==> config.mk <==
export PLATFORM = sky130hd
export DESIGN_NAME = axi_read_arbiter_flat
export DESIGN_NICKNAME = d
export VERILOG_FILES = /design/src/rtl/axi_read_arbiter_pkg.sv /design/src/rtl/axi_read_arbiter_if.sv /design/src/rtl/axi_read_arbiter_rr_pointer.sv /design/src/rtl/axi_read_arbiter.sv /design/src/flat_wrapper.sv
export SDC_FILE = /design/constraint.sdc
export NUM_CORES = 1
export LEC_CHECK = 0
export CAP_MARGIN = 40
export CELL_PAD_IN_SITES_DETAIL_PLACEMENT = 1
export CELL_PAD_IN_SITES_GLOBAL_PLACEMENT = 1
export CORE_ASPECT_RATIO = 0.9
export CORE_MARGIN = 2
export CORE_UTILIZATION = 10
export CTS_CLUSTER_DIAMETER = 60
export DETAILED_ROUTE_END_ITERATION = 10
export PLACE_DENSITY_LB_ADDON = 0.2
export SLEW_MARGIN = 20
export SYNTH_ARGS = -nofsm -noshare
export SYNTH_HDL_FRONTEND = slang
export SYNTH_SLANG_ARGS = --single-unit
==> constraint.sdc <==
create_clock -name clk -period 1.8 [get_ports clk]
set_input_delay 0.27 -clock clk [delete_from_list [all_inputs] [get_ports clk]]
set_output_delay 0.27 -clock clk [all_outputs]
set_load 0.05 [all_outputs]
==> src/rtl/axi_read_arbiter_pkg.sv <==
// Shared widths, FSM state and master-index types for the two-master AXI read arbiter.
package axi_read_arbiter_pkg;

  localparam int unsigned AXI_ID_BITS    = 4;
  localparam int unsigned AXI_IDS_BITS   = 8;
  localparam int unsigned AXI_ADDR_BITS  = 32;
  localparam int unsigned AXI_LEN_BITS   = 4;
  localparam int unsigned AXI_SIZE_BITS  = 3;
  localparam int unsigned AXI_BURST_BITS = 2;
  localparam int unsigned AXI_DATA_BITS  = 32;
  localparam int unsigned AXI_RESP_BITS  = 2;

  typedef enum logic [1:0] {
    IDLE = 2'd0,
    ADDR = 2'd1,
    DATA = 2'd2
  } arb_state_e;

  // Master index: 0 = instruction cache, 1 = data cache.
  typedef logic [0:0] mst_t;

endpackage

==> src/rtl/axi_read_arbiter_if.sv <==
// AXI read-channel bundle (AR + R); ID width differs between master and slave sides.
interface axi_read_arbiter_if
  import axi_read_arbiter_pkg::*;
#(
  parameter int unsigned ID_BITS = AXI_ID_BITS
);

  logic [ID_BITS-1:0]        arid;
  logic [AXI_ADDR_BITS-1:0]  araddr;
  logic [AXI_LEN_BITS-1:0]   arlen;
  logic [AXI_SIZE_BITS-1:0]  arsize;
  logic [AXI_BURST_BITS-1:0] arburst;
  logic                      arvalid;
  logic                      arready;

  logic [ID_BITS-1:0]        rid;
  logic [AXI_DATA_BITS-1:0]  rdata;
  logic [AXI_RESP_BITS-1:0]  rresp;
  logic                      rlast;
  logic                      rvalid;
  logic                      rready;

  modport master (
    output arid, araddr, arlen, arsize, arburst, arvalid, rready,
    input  arready, rid, rdata, rresp, rlast, rvalid
  );

  modport slave (
    input  arid, araddr, arlen, arsize, arburst, arvalid, rready,
    output arready, rid, rdata, rresp, rlast, rvalid
  );

endinterface

==> src/rtl/axi_read_arbiter_rr_pointer.sv <==
// Two-requester round-robin pick with registered last_grant, updated when a burst completes.
module axi_read_arbiter_rr_pointer
  import axi_read_arbiter_pkg::*;
(
  input  logic       clk,
  input  logic       rst,
  input  logic [1:0] req,
  input  logic       done,
  input  mst_t       done_idx,
  output mst_t       pick_c,
  output mst_t       last_grant
);

  // Reset to M1 so that M0 wins the first tie.
  always_ff @(posedge clk or posedge rst) begin
    if (rst) begin
      last_grant <= mst_t'(1'b1);
    end else if (done) begin
      last_grant <= done_idx;
    end
  end

  assign pick_c = (req == 2'b11) ? mst_t'(~last_grant) : mst_t'(req[1]);

endmodule

==> src/rtl/axi_read_arbiter.sv <==
// Two-master to one-slave AXI read arbiter, one burst outstanding, round-robin on ties.
module axi_read_arbiter
  import axi_read_arbiter_pkg::*;
(
  input logic               clk,
  input logic               rst,
  axi_read_arbiter_if.slave  m0,
  axi_read_arbiter_if.slave  m1,
  axi_read_arbiter_if.master s
);

  localparam int unsigned TAG_BITS = AXI_IDS_BITS - AXI_ID_BITS;

  arb_state_e state;
  mst_t       g;
  mst_t       pick;
  mst_t       last_grant;
  logic       in_addr, in_data;
  logic       addr0, addr1, data0, data1;
  logic       ar_hs, r_done;
  logic       unused_rid_hi;

  axi_read_arbiter_rr_pointer u_rr (
    .clk        (clk),
    .rst        (rst),
    .req        ({m1.arvalid, m0.arvalid}),
    .done       (r_done),
    .done_idx   (g),
    .pick_c     (pick),
    .last_grant (last_grant)
  );

  always_ff @(posedge clk or posedge rst) begin
    if (rst) begin
      state <= IDLE;
      g     <= mst_t'(1'b0);
    end else begin
      case (state)
        IDLE: if (m0.arvalid || m1.arvalid) begin
          g     <= pick;
          state <= ADDR;
        end
        ADDR: if (ar_hs) state <= DATA;
        DATA: if (r_done) state <= IDLE;
        default: state <= IDLE;
      endcase
    end
  end

  assign in_addr = (state == ADDR);
  assign in_data = (state == DATA);
  assign addr0   = in_addr && (g == mst_t'(1'b0));
  assign addr1   = in_addr && (g == mst_t'(1'b1));
  assign data0   = in_data && (g == mst_t'(1'b0));
  assign data1   = in_data && (g == mst_t'(1'b1));

  assign ar_hs  = s.arvalid && s.arready;
  assign r_done = s.rvalid && s.rready && s.rlast && in_data;

  // AR path: granted master's request forwarded with its index as the ID tag.
  assign s.arvalid = (addr0 && m0.arvalid) || (addr1 && m1.arvalid);
  assign s.arid    = addr1 ? {TAG_BITS'(g), m1.arid}    : addr0 ? {TAG_BITS'(g), m0.arid} : '0;
  assign s.araddr  = addr1 ? m1.araddr  : addr0 ? m0.araddr  : '0;
  assign s.arlen   = addr1 ? m1.arlen   : addr0 ? m0.arlen   : '0;
  assign s.arsize  = addr1 ? m1.arsize  : addr0 ? m0.arsize  : '0;
  assign s.arburst = addr1 ? m1.arburst : addr0 ? m0.arburst : '0;
  assign m0.arready = addr0 && s.arready;
  assign m1.arready = addr1 && s.arready;

  // R path: purely combinational steering to the granted master.
  assign s.rready  = (data0 && m0.rready) || (data1 && m1.rready);
  assign m0.rvalid = data0 && s.rvalid;
  assign m1.rvalid = data1 && s.rvalid;
  assign m0.rid    = data0 ? s.rid[AXI_ID_BITS-1:0] : '0;
  assign m1.rid    = data1 ? s.rid[AXI_ID_BITS-1:0] : '0;
  assign m0.rdata  = data0 ? s.rdata : '0;
  assign m1.rdata  = data1 ? s.rdata : '0;
  assign m0.rresp  = data0 ? s.rresp : '0;
  assign m1.rresp  = data1 ? s.rresp : '0;
  assign m0.rlast  = data0 && s.rlast;
  assign m1.rlast  = data1 && s.rlast;

  // Upper RID bits carry the master tag, already known from g.
  assign unused_rid_hi = ^{s.rid[AXI_IDS_BITS-1:AXI_ID_BITS], last_grant};

endmodule

==> src/flat_wrapper.sv <==
// flat-port wrapper written by rule: the top's interface ports become plain ports
module axi_read_arbiter_flat import axi_read_arbiter_pkg::*;
  (clk, rst, m0_arid, m0_araddr, m0_arlen, m0_arsize, m0_arburst, m0_arvalid, m0_rready, m0_arready, m0_rid, m0_rdata, m0_rresp, m0_rlast, m0_rvalid, m1_arid, m1_araddr, m1_arlen, m1_arsize, m1_arburst, m1_arvalid, m1_rready, m1_arready, m1_rid, m1_rdata, m1_rresp, m1_rlast, m1_rvalid, s_arid, s_araddr, s_arlen, s_arsize, s_arburst, s_arvalid, s_rready, s_arready, s_rid, s_rdata, s_rresp, s_rlast, s_rvalid);
  axi_read_arbiter_if #(.ID_BITS(AXI_ID_BITS)) m0_i ();
  axi_read_arbiter_if #(.ID_BITS(AXI_ID_BITS)) m1_i ();
  axi_read_arbiter_if #(.ID_BITS(AXI_IDS_BITS)) s_i ();
  input logic clk;
  input logic rst;
  input wire logic [$bits(m0_i.arid)-1:0] m0_arid;
  input wire logic [$bits(m0_i.araddr)-1:0] m0_araddr;
  input wire logic [$bits(m0_i.arlen)-1:0] m0_arlen;
  input wire logic [$bits(m0_i.arsize)-1:0] m0_arsize;
  input wire logic [$bits(m0_i.arburst)-1:0] m0_arburst;
  input wire logic [$bits(m0_i.arvalid)-1:0] m0_arvalid;
  input wire logic [$bits(m0_i.rready)-1:0] m0_rready;
  output wire logic [$bits(m0_i.arready)-1:0] m0_arready;
  output wire logic [$bits(m0_i.rid)-1:0] m0_rid;
  output wire logic [$bits(m0_i.rdata)-1:0] m0_rdata;
  output wire logic [$bits(m0_i.rresp)-1:0] m0_rresp;
  output wire logic [$bits(m0_i.rlast)-1:0] m0_rlast;
  output wire logic [$bits(m0_i.rvalid)-1:0] m0_rvalid;
  input wire logic [$bits(m1_i.arid)-1:0] m1_arid;
  input wire logic [$bits(m1_i.araddr)-1:0] m1_araddr;
  input wire logic [$bits(m1_i.arlen)-1:0] m1_arlen;
  input wire logic [$bits(m1_i.arsize)-1:0] m1_arsize;
  input wire logic [$bits(m1_i.arburst)-1:0] m1_arburst;
  input wire logic [$bits(m1_i.arvalid)-1:0] m1_arvalid;
  input wire logic [$bits(m1_i.rready)-1:0] m1_rready;
  output wire logic [$bits(m1_i.arready)-1:0] m1_arready;
  output wire logic [$bits(m1_i.rid)-1:0] m1_rid;
  output wire logic [$bits(m1_i.rdata)-1:0] m1_rdata;
  output wire logic [$bits(m1_i.rresp)-1:0] m1_rresp;
  output wire logic [$bits(m1_i.rlast)-1:0] m1_rlast;
  output wire logic [$bits(m1_i.rvalid)-1:0] m1_rvalid;
  output wire logic [$bits(s_i.arid)-1:0] s_arid;
  output wire logic [$bits(s_i.araddr)-1:0] s_araddr;
  output wire logic [$bits(s_i.arlen)-1:0] s_arlen;
  output wire logic [$bits(s_i.arsize)-1:0] s_arsize;
  output wire logic [$bits(s_i.arburst)-1:0] s_arburst;
  output wire logic [$bits(s_i.arvalid)-1:0] s_arvalid;
  output wire logic [$bits(s_i.rready)-1:0] s_rready;
  input wire logic [$bits(s_i.arready)-1:0] s_arready;
  input wire logic [$bits(s_i.rid)-1:0] s_rid;
  input wire logic [$bits(s_i.rdata)-1:0] s_rdata;
  input wire logic [$bits(s_i.rresp)-1:0] s_rresp;
  input wire logic [$bits(s_i.rlast)-1:0] s_rlast;
  input wire logic [$bits(s_i.rvalid)-1:0] s_rvalid;
  assign m0_i.arid = m0_arid;
  assign m0_i.araddr = m0_araddr;
  assign m0_i.arlen = m0_arlen;
  assign m0_i.arsize = m0_arsize;
  assign m0_i.arburst = m0_arburst;
  assign m0_i.arvalid = m0_arvalid;
  assign m0_i.rready = m0_rready;
  assign m0_arready = m0_i.arready;
  assign m0_rid = m0_i.rid;
  assign m0_rdata = m0_i.rdata;
  assign m0_rresp = m0_i.rresp;
  assign m0_rlast = m0_i.rlast;
  assign m0_rvalid = m0_i.rvalid;
  assign m1_i.arid = m1_arid;
  assign m1_i.araddr = m1_araddr;
  assign m1_i.arlen = m1_arlen;
  assign m1_i.arsize = m1_arsize;
  assign m1_i.arburst = m1_arburst;
  assign m1_i.arvalid = m1_arvalid;
  assign m1_i.rready = m1_rready;
  assign m1_arready = m1_i.arready;
  assign m1_rid = m1_i.rid;
  assign m1_rdata = m1_i.rdata;
  assign m1_rresp = m1_i.rresp;
  assign m1_rlast = m1_i.rlast;
  assign m1_rvalid = m1_i.rvalid;
  assign s_arid = s_i.arid;
  assign s_araddr = s_i.araddr;
  assign s_arlen = s_i.arlen;
  assign s_arsize = s_i.arsize;
  assign s_arburst = s_i.arburst;
  assign s_arvalid = s_i.arvalid;
  assign s_rready = s_i.rready;
  assign s_i.arready = s_arready;
  assign s_i.rid = s_rid;
  assign s_i.rdata = s_rdata;
  assign s_i.rresp = s_rresp;
  assign s_i.rlast = s_rlast;
  assign s_i.rvalid = s_rvalid;
  axi_read_arbiter u_core (.clk(clk), .rst(rst), .m0(m0_i), .m1(m1_i), .s(s_i));
endmodule
Word level (Yosys, flattened, before mapping) --
Index checks and enable logic that the tools add are counted. W data, S select, Z words.
Storage, ports and cells: register bits after elaboration 4, latch bits 0, RAM bits 0, bits in read-only memories 0, input port bits 141, output and inout port bits 133, word-level logic and storage cells 56, memories 0
Cells by class: add/subtract/negate cells 0, multiply operators 0, div/mod/pow operators 0, $lt $le $gt $ge 0, eq/ne operators 6, shift-type cells 0, mux-type cells 21, bitwise logic cells 2, reductions and logical operators 24
Operators by type and width (number):
- $mux W32 | 4
- $logic_and A1 B1 Y1 | 18
- $mux W4 | 4
- $mux W2 | 7
- $mux W8 | 1
- $mux W3 | 2
- $pmux W2 S3 | 1
- $mux W5 | 1
- $eq A2 B2 Y1 const B | 2
- $ne A2 B2 Y1 const B | 2
- $logic_or A1 B1 Y1 | 3
- $reduce_and A3 Y1 | 1
- $eq A2 B1 Y1 const B | 1
- $logic_not A2 Y1 | 1
- $ne A2 B1 Y1 const B | 1
- $not A1 Y1 | 2
- $reduce_and A2 Y1 | 1
- $mux W1 | 1

Longest topological paths before layout --
depth after elaboration 9, gate-level depth with buffers 6, mapped depth without buffers 3

Hierarchy --
From an unflattened synthesis, not the netlist that was laid out.
Unflattened totals: cells, all modules 177, area, all modules 1307.5 um^2
Modules (own cells, without submodules):
- axi_read_arbiter | instances 1, cells each 173, area an instance 1255.0 um^2, seq. area each 75.1 um^2
- axi_read_arbiter_rr_pointer | instances 1, cells each 4, area an instance 52.6 um^2, seq. area each 26.3 um^2

Least setup slack after synthesis --
OpenSTA, ideal clock, no wires.
path kind reg2out, start register u_core.state[0], end output s_araddr[25], arrival 1546 ps, slack -16 ps, cell stages (with the launch flop) 5, cell sequence dfrtp_1 > nor2b_2 > and2_1 > buf_2 > a22o_1
On the way: longest elaborated chain between the ends 4
RTL lines:
- start: declaration | line axi_read_arbiter.sv:14 | arb_state_e state;
- start signal: assignment | line axi_read_arbiter.sv:35 | state <= IDLE;
- start signal: assignment | line axi_read_arbiter.sv:41 | state <= ADDR;
- start signal: assignment | line axi_read_arbiter.sv:43 | ADDR: if (ar_hs) state <= DATA;
- $eq A2 B1 Y1 (*) | line axi_read_arbiter.sv:50 | assign in_addr = (state == ADDR);
- $logic_and A1 B1 Y1 | line axi_read_arbiter.sv:52 | assign addr0 = in_addr && (g == mst_t'(1'b0));
- $mux W32 | line axi_read_arbiter.sv:63 | assign s.araddr = addr1 ? m1.araddr : addr0 ? m0.araddr : '0;
- $mux W32 (*) | line axi_read_arbiter.sv:63
- end: declaration | line flat_wrapper.sv:36 | output wire logic [$bits(s_i.araddr)-1:0] s_araddr;
Every way passes the cells marked *; elsewhere a longest branch is shown, timed or not.

Worst setup path after layout --
start register u_core.state[1], end output s_araddr[24]
The elaborated chain is that of the path after synthesis.

==> results.md <==
* Commonest non-fill, non-tap cells in the layout: clkdlybuf4s50_1, buf_12, and2_4
* Worst EP arrival at 1.62 ns
* Core ar. at 12800 sq um
* DRT iter0 DRCs at 52
* Cells after Synth at 177
* Post-route ant nets at 0
* Met3 usage in global routing at 7.85%
* Post-synth EDFFs at 0
* Failing checks: setup timing
* Clk sinks at 4
* Max IR drop VDD at 710 uV
* Hold Vio Cnt, Final at 0
* Largest net degree at the start of global routing at 42
* Max-slew violation count at 0
* Vias in the first global route at ~2800
* DR vias at 2515
* Post-layout min period at roughly 1.9 ns
* Die height at 113 microns
* Share of layout cells above drive strength 1 at 56.8%
* Clk buf depth at 2
* Grt ovf at 0
* Total Routed Length at 11800 microns
* Clock tree from TritonCTS: built
* Tcrit/Tclk final at 105%
* Slowest-stage cell, CP: dfrtp_2
* Drt pass-1 iters at 4
* Worst path cell trace: nor2b_4, buf_4, and2_4, a22o_1, buf_12
* TritonCTS buffer count at 3
* Netlist cell types at 24
* RSZ-0062 raised after global routing: yes
* Post-DP HPWL at about 9100 microns
* YS warnings at 0
* Commonest non-fill, non-tap cell in the layout: clkdlybuf4s50_1
* CTS clk-pin slew, worst paths at 0.03 ns
* Number of port buffers at roughly 270
* Register area share after synthesis at 7.65%
* Std cell rows at 39
* Worst path max stage delay at 0.43 ns
* Min Hold Slack at 0.249 ns
* Latest clock arrival within the worst-skew pair at 0.23 ns
* Busiest grt layer: met2
* Max-cap violations at 0
* PwrDens at 1600 nW/um^2
* Most common flop cell mapped by yosys: dfrtp_1
* Syn avg cell area at 7.49 sq um
* Crit. End Element: primary output
* Non-filler instance count after layout at a little over 600
* First-pass GRT wire length at 16800 microns
* CP top delay family: simple AND/OR/NAND/NOR gates
* Crit path max fanout at 11
* CP Buf/Inv Count at 2
* PnR worst setup slack at -0.0889 ns
* Root Driver: clkbuf_16
* Die width at 125 microns
* H-tree Lvls at 1
* Post-synth top area cell: and2_1
* FF+latch count, synth at 4
* Drt wl/cell at 19.2 microns
* Antenna Cells at 0
* Routability congestion estimate at roughly 0.79
* Placed Instances at 593
* Crit start category: register
* Initial antenna violation count at 0
* Hold Path Class: primary input to async pin
* WS Path Type: register to primary output
* Post-synthesis async set-or-reset flop share at 100%
* Placed instance area at roughly 5400 sq um
* Clock Skew at 0.00218 ns
* Total negative setup slack at -2.29 ns
* Area grow syn2layout at 362%
* Final instance area at 6130 sq um
* Remaining DRCs at 0
* Worst path required time at 1.53 ns
* Top cell type's share of synthesized area at 38.2%
* Leakage power at 0.00256 uW
* Outcome: finished with violations
* GRT Total Usage at 15.1%
* M2 GR Usage at 29.9%
* Initial Utilization at between 10% and 20%
* Peak Freq at 529 MHz
* Met1 usage at 14.2%
* Die area at between 10000 and 15000 sq um
* Quantity of hold-fixing buffers added after cts at 0
* Final setup viols at 72
* Top cells by area, synth: and2_1, a22o_1, buf_6
* Fin nets at 593
* Io pins at approximately 270
* Post-Synthesis Cell Area at 1330 sq um
* Routed vias/inst at 4.09
* Dpl ws at -0.0277 ns
[report_power, final]
part	total, uW	internal (uW)	switching [uW]
Sequential	173	131	41.2
Combinational	9250	4560	4690
Clock	361	293	68.4
[area by class of cell]
cell class / instances / area (sq um)
Clock buffer: 4 / 78.8
Tap cell: 164 / 205
Sequential cell: 4 / 103
Fill cell: 1326 / 6710
Inverter: 2 / 7.51
Multi-Input combinational cell: 153 / 1410
Timing Repair Buffer: 288 / 4320
[metrics by stage]
| stage | power (uW) | util (%) |
|---|---|---|
| 2_1_floorplan | 4380 | - |
| 3_3_place_gp | 8430 | 42.3 |
| 3_5_place_dp | 8480 | 42.3 |
| 4_1_cts | 9200 | 43.7 |
| 5_1_grt | 10100 | 47.7 |
| 6_report | 9780 | 47.7 |
[cells in the mapped netlist (2+ instances only)]
library cell	count
a22o_1	46
and2_1	81
and3_1	2
buf_2	2
buf_4	3
buf_6	9
clkbuf_1	4
clkbuf_2	4
dfrtp_1	3
inv_1	2
mux2_1	2
nand2_1	3
nor2_1	4
nor3_1	2
[registers in the layout, indices dropped and copies added (netlist names)]
| register | cells |
|---|---|
| u_core.state | 2 |
| u_core.u_rr.last_grant | 1 |
| u_core.g | 1 |
[final timing paths]
| kind | start | to | slack, ns | depth (start not counted) |
|---|---|---|---|---|
| setup / recovery | u_core.state[1] | s_araddr[24] | -0.09 | 5 |
| hold / removal | rst | u_core.g | 0.25 | 2 |
| setup reg to reg | u_core.g | u_core.u_rr.last_grant | 0.46 | 4 |
| hold reg to reg | u_core.state[1] | u_core.state[0] | 0.61 | 2 |
| max in group asynchronous | rst | u_core.u_rr.last_grant | 1.32 | 2 |
| min in group clk | u_core.state[1] | u_core.state[0] | 0.61 | 2 |
[repair_timing]
item / CTS / global route
gates resized for setup: 6 / 90
pin swaps: 5 / 17
endpoints found under the setup margin: 126 / 126
gates cloned: 3 / 8
buffers inserted: 6 / 2
[kinds of logic (layout without fill, tap and decap cells)]
family	Yosys count	after routing	share of synthesized area, %
AND/OR/NAND/NOR	96	98	44.1
AO/OA/AOI/OAI	49	49	32.2
multiplexers	3	3	2.46
flip-flops	4	4	7.65
buffers and inverters	24	294	13.3
other	1	3	0.283
[routing by layer]
| layer | routed length [microns] | vias up |
|---|---|---|
| li1 | - | 1166 |
| met2 | 6440 | 174 |
| met5 | 0 | - |
| met4 | 49 | 0 |
| met1 | 3780 | 1171 |
| met3 | 1520 | 4 |
(Power assumes the default switching activity.)
